### src/rtl/wb_regfile_pkg.sv
`default_nettype none
// +----------------------------------------------------------------------+
// | wb_regfile_pkg : shared pipeline widths and write-back helpers       |
// | Revision 1.0                                                         |
// +----------------------------------------------------------------------+
package wb_regfile_pkg;

   localparam int DSIZE = 32;
   localparam int ASIZE = 5;
   localparam int NREGS = 1 << ASIZE;
   localparam int CSIZE = 32;

   typedef logic [DSIZE-1:0] data_t;
   typedef logic [ASIZE-1:0] addr_t;
   typedef logic [CSIZE-1:0] count_t;

   function automatic data_t wb_select(input logic  mem_to_reg,
                                       input data_t result,
                                       input data_t rdata_mem);
      return mem_to_reg ? rdata_mem : result;
   endfunction

endpackage
`default_nettype wire

### src/rtl/wb_regfile.sv
`default_nettype none
// +----------------------------------------------------------------------+
// | wb_regfile : 2R/1W register file with write-first bypass + wb counter |
// | Revision 1.0                                                         |
// +----------------------------------------------------------------------+
module wb_regfile
   import wb_regfile_pkg::*;
(
   input  logic             clk,
   input  logic             rst_n,
   input  logic             wen,
   input  logic             mem_to_reg,
   input  logic [DSIZE-1:0] result,
   input  logic [DSIZE-1:0] rdata_mem,
   input  logic [ASIZE-1:0] waddr,
   input  logic [ASIZE-1:0] raddr1,
   input  logic [ASIZE-1:0] raddr2,
   output logic [DSIZE-1:0] rdata1,
   output logic [DSIZE-1:0] rdata2,
   output logic [DSIZE-1:0] wb_data,
   output logic [31:0]      wb_count
);

   data_t  regs [NREGS];
   logic   wr_en;
   count_t count_r;
   count_t count_next;

   assign wb_data = wb_select(mem_to_reg, result, rdata_mem);

   // Qualifying with rst_n also keeps the bypass from leaking wb_data during reset.
   assign wr_en = wen && (waddr != '0) && rst_n;

   always_ff @(posedge clk or negedge rst_n) begin
      if (!rst_n) begin
         for (int i = 0; i < NREGS; i++) begin
            regs[i] <= '0;
         end
      end else if (wr_en) begin
         regs[waddr] <= wb_data;
      end
   end

   always_comb begin
      rdata1 = regs[raddr1];
      if (!rst_n || (raddr1 == '0)) begin
         rdata1 = '0;
      end else if (wr_en && (raddr1 == waddr)) begin
         rdata1 = wb_data;
      end
   end

   always_comb begin
      rdata2 = regs[raddr2];
      if (!rst_n || (raddr2 == '0)) begin
         rdata2 = '0;
      end else if (wr_en && (raddr2 == waddr)) begin
         rdata2 = wb_data;
      end
   end

   // Register loaded every edge so the hold case is an explicit reload.
   assign count_next = count_r + {{(CSIZE-1){1'b0}}, wr_en};

   always_ff @(posedge clk or negedge rst_n) begin
      if (!rst_n) begin
         count_r <= '0;
      end else begin
         count_r <= count_next;
      end
   end

   assign wb_count = count_r;

endmodule
`default_nettype wire
### config.mk
export PLATFORM = sky130hd
export DESIGN_NAME = wb_regfile
export DESIGN_NICKNAME = d
export VERILOG_FILES = /design/src/rtl/wb_regfile_pkg.sv /design/src/rtl/wb_regfile.sv
export SDC_FILE = /design/constraint.sdc
export NUM_CORES = 2
export LEC_CHECK = 0
export ABC_AREA = 1
export CAP_MARGIN = 15
export CORE_UTILIZATION = 30
export CTS_CLUSTER_SIZE = 16
export DETAILED_ROUTE_END_ITERATION = 6
export MAX_ROUTING_LAYER = met4
export PLACE_DENSITY = 0.41
export RECOVER_POWER = 25
export SLEW_MARGIN = 20
export SYNTH_ARGS = -nofsm -noshare
export SYNTH_HDL_FRONTEND = slang
export SYNTH_SLANG_ARGS = --single-unit
export TNS_END_PERCENT = 10
### constraint.sdc
create_clock -name clk -period 4.2 [get_ports clk]
set_input_delay 0.84 -clock clk [delete_from_list [all_inputs] [get_ports clk]]
set_output_delay 0.84 -clock clk [all_outputs]
set_load 0.02 [all_outputs]
==> key figures <==
Outcome
  – Status: finished with violations
  – Failing checks: capacitance limit, slew limit

Routing
  – Via-per-instance ratio: ~5.2
  – Drc violations: 0
  – Final wirelength: around 280 mm
  – Wire per inst: between 20 and 25 µm
  – First-pass iteration count of the detailed router: 6
  – Initial DRC Count: approximately 6000
  – Via count: 58625
  – Post-DRT Antenna Nets: 0

Critical path
  – Setup CP Type: in -> out
  – Crit Path Max Fanout: 22
  – Flop-to-flop setup slack: between 2000 and 2500 ps
  – Reg2reg path depth: 10
  – WP data required: 3360 ps
  – CP startpoint kind: input port
  – Crit end category: output port
  – Worst R2R End: wb_count[30]
  – Crit path from: waddr[3]
  – Reg-to-reg startpoint: wb_count[0]
  – Worst setup path end: rdata1[19]
  – Data arrival time of the critical path: 3300 ps

Synth
  – YS warnings: 0
  – Post-Syn Area: slightly below 0.06 mm²
  – XOR/XNOR share of the synthesized area: less than 1%
  – Seq cells post-synth: roughly 1100
  – Register area share after synthesis: a little under half
  – Synth Net Count: around 8700
  – Synth Area in Adders: less than 1%
  – Netlist cell types: 31
  – Compound-Gate Fraction of Synth Area: between 10% and 20%
  – Mux cell area share after synthesis: 0%
  – Post-synthesis simple-gate area fraction: 31.9%
  – Largest family of logic cells by synthesized area: simple AND/OR/NAND/NOR gates
  – Avg Cell Area, Syn: about 7 µm²
  – Mapped Cells: 8607

Final layout
  – Syn-to-layout area delta: 19.7%
  – Most common cell after layout, fill and taps aside: nand2_1
  – Fin cells: ~11000
  – Layout cells sized above 1: about 8.0%
  – Nets@finish: around 8700
  – Commonest non-fill, non-tap cells in the layout: nand2_1, o21ai_0, dfrtp_1
  – Fillers: approximately 21000

Timing
  – Endpoints failing setup: 0
  – Unrepaired setup endpoints after global routing: no
  – Max frequency: 0.242 GHz
  – Clock Skew: between 5 and 6 ps
  – Endpoints failing hold: 0
  – Slew Limit Headroom: -40.6%
  – Post-layout minimum cycle time: 4140 ps
  – Period utilization: 98.5%
  – Slew Limit Fails: 220
  – Worst-margin pin slew: 2110 ps

Die
  – Core ar.: a little under 0.2 mm²
  – IO Count: around 210
  – Die ar.: roughly 0.2 mm²
  – Num rows: 162
  – Die X: ~440 µm
  – Initial Util: a little under a third
  – Die H: 444 µm

Clock network
  – Clk root buf: clkbuf_16
  – Clock Latency Late Sink: 770 ps
  – # clock sinks: 1056
  – CTS tree: built
  – Clock slew at reported path FFs: around 50 ps
  – H-tree Lvls: 4
  – Clk buf depth: 3
  – CTS Hold Buffers Added: 0
  – CTS buffer count: between 100 and 150

GRT
  – Gr ovfl total: 0
  – Met3 Resource Use GR: between 3 and 4%
  – Met1 usage: between 30% and 40%
  – Largest net degree at the start of global routing: around 140
  – Vias in the first global route: about 56000
  – Met2 Use GR: between 40% and 50%
  – Global-route wire length before repair: 406 mm
  – Antenna violations before repair: 6
  – Gr busiest metal: met2
  – Gr usage total: 28.8%

Min path
  – Hold Startpoint: regs[997]
  – Hold Path Class: reg -> reg
  – Min-Delay Path Depth: 0

Place
  – Post-DP HPWL: between 150 and 200 mm
  – PortBufs: 210
  – Final Wtd Congestion: about 0.84
  – Placed cells: 10971

Power and ir drop
  – Worst IR Drop VDD: 0.000469 V
  – Total power: a little over 30 mW
  – Cell area power density: approximately 440 mW/mm²
  – Lkg Pwr: approximately 33 nW

Flow run
  – Maxcap violations: 3
-- final cells by class --
| type | instances | area, µm² | area share [%] |
|---|---|---|---|
| clock inverter | 32 | 389 | 0.554 |
| multi-input combinational | 6530 | 28700 | 40.8 |
| tap | 2542 | 3180 | 4.53 |
| clock buffer | 209 | 4190 | 5.97 |
| sequential | 1056 | 26400 | 37.6 |
| inverter | 265 | 1030 | 1.46 |
| antenna | 1 | 2.50 | 0.00356 |
| timing repair buffer | 578 | 6340 | 9.03 |
-- how the worst min path moves through the flow --
| stage | endpoint | slack (ps) |
|---|---|---|
| after floorplan | regs[1023] | 440 |
| after global placement | regs[999] | 380 |
| after detailed placement | regs[1019] | 380 |
| after CTS | regs[240] | 90 |
| after global routing | regs[997] | 400 |
| final | regs[997] | 390 |
-- cell usage after synthesis --
cell | number | area share (%)
buf_2 | 96 | 0.82
buf_1 | 55 | 0.35
clkinv_1 | 4 | 0.026
nor2_2 | 3 | 0.032
nor4_1 | 2 | 0.021
nor3_1 | 15 | 0.13
dfrtp_1 | 1056 | 45
nand2_1 | 3125 | 20
nand3_1 | 893 | 7.6
o21ai_0 | 1335 | 11
xnor2_1 | 16 | 0.24
nand2_2 | 6 | 0.064
clkbuf_1 | 603 | 3.9
or2_2 | 1 | 0.011
nor4_4 | 1 | 0.036
nand4_1 | 7 | 0.075
a21oi_1 | 323 | 2.8
inv_2 | 5 | 0.032
ha_1 | 3 | 0.064
nand3_2 | 1 | 0.017
nor3_2 | 1 | 0.017
inv_1 | 256 | 1.6
nand3b_1 | 1 | 0.013
xor2_1 | 22 | 0.33
nand2_4 | 6 | 0.12
o211ai_1 | 4 | 0.051
clkbuf_2 | 1 | 0.0085
o21ai_1 | 174 | 1.5
nor3_4 | 2 | 0.055
nor2_1 | 589 | 3.8
buf_4 | 1 | 0.013
-- power by group --
group / total (mW) / switching, mW / internal, mW
Clock: 12.2 / 4.93 / 7.29
Sequential: 12.7 / 1.11 / 11.6
Combinational: 5.82 / 3.71 / 2.12
Total: 30.8 / 9.75 / 21.0
-- critical path: stages --
cell and delay, ps:
clkdlybuf4s50_1 510, buf_4 160, xnor2_1 120, nand3_1 110, nor3_2 110, buf_4 150
nand2_2 120, buf_12 230, a21oi_2 270, clkdlybuf4s50_1 650
-- kinds of logic (layout without fill, tap and decap cells) --
| logic type | count (synthesis) | after routing |
|---|---|---|
| flip-flops | 1056 | 1056 |
| buffers and inverters | 1021 | 1084 |
| AO/OA/AOI/OAI | 1836 | 1836 |
| adder cells (fa/ha/maj) | 3 | 3 |
| other | 0 | 1 |
| XOR/XNOR | 38 | 38 |
| AND/OR/NAND/NOR | 4653 | 4653 |
-- per-stage QoR --
step	area, µm²	setup TNS (ps)	worst slack [ps]	hold slack, ps	utilization [%]
2_1_floorplan	58700	0	679	440	-
3_3_place_gp	65700	-105	-105	376	33.8
3_5_place_dp	65700	-58.3	-58.3	380	33.8
4_1_cts	70300	0	66.3	88.6	36.1
5_1_grt	70200	0	1.57	399	36.1
6_report	70200	0	63.7	389	36.1
-- routing by layer --
| metal | share of wire, % | vias up |
|---|---|---|
| met5 | 0 | - |
| met4 | 4.2 | 0 |
| met3 | 5.1 | 437 |
| met2 | 47 | 1975 |
| met1 | 44 | 28366 |
| li1 | - | 27847 |
-- state kept, by name, indices dropped and copies added (netlist names) --
name	count
wb_count	32
regs	1024
-- what timing repair did --
| action | CTS | global route |
|---|---|---|
| buffers inserted | 0 | 0 |
| endpoints found under the setup margin | 1 | 3 |
| pin swaps | 0 | 0 |
| gates cloned | 0 | 0 |
| gates resized for setup | 1 | 3 |
Note: power is estimated with default switching activity, not from simulation.
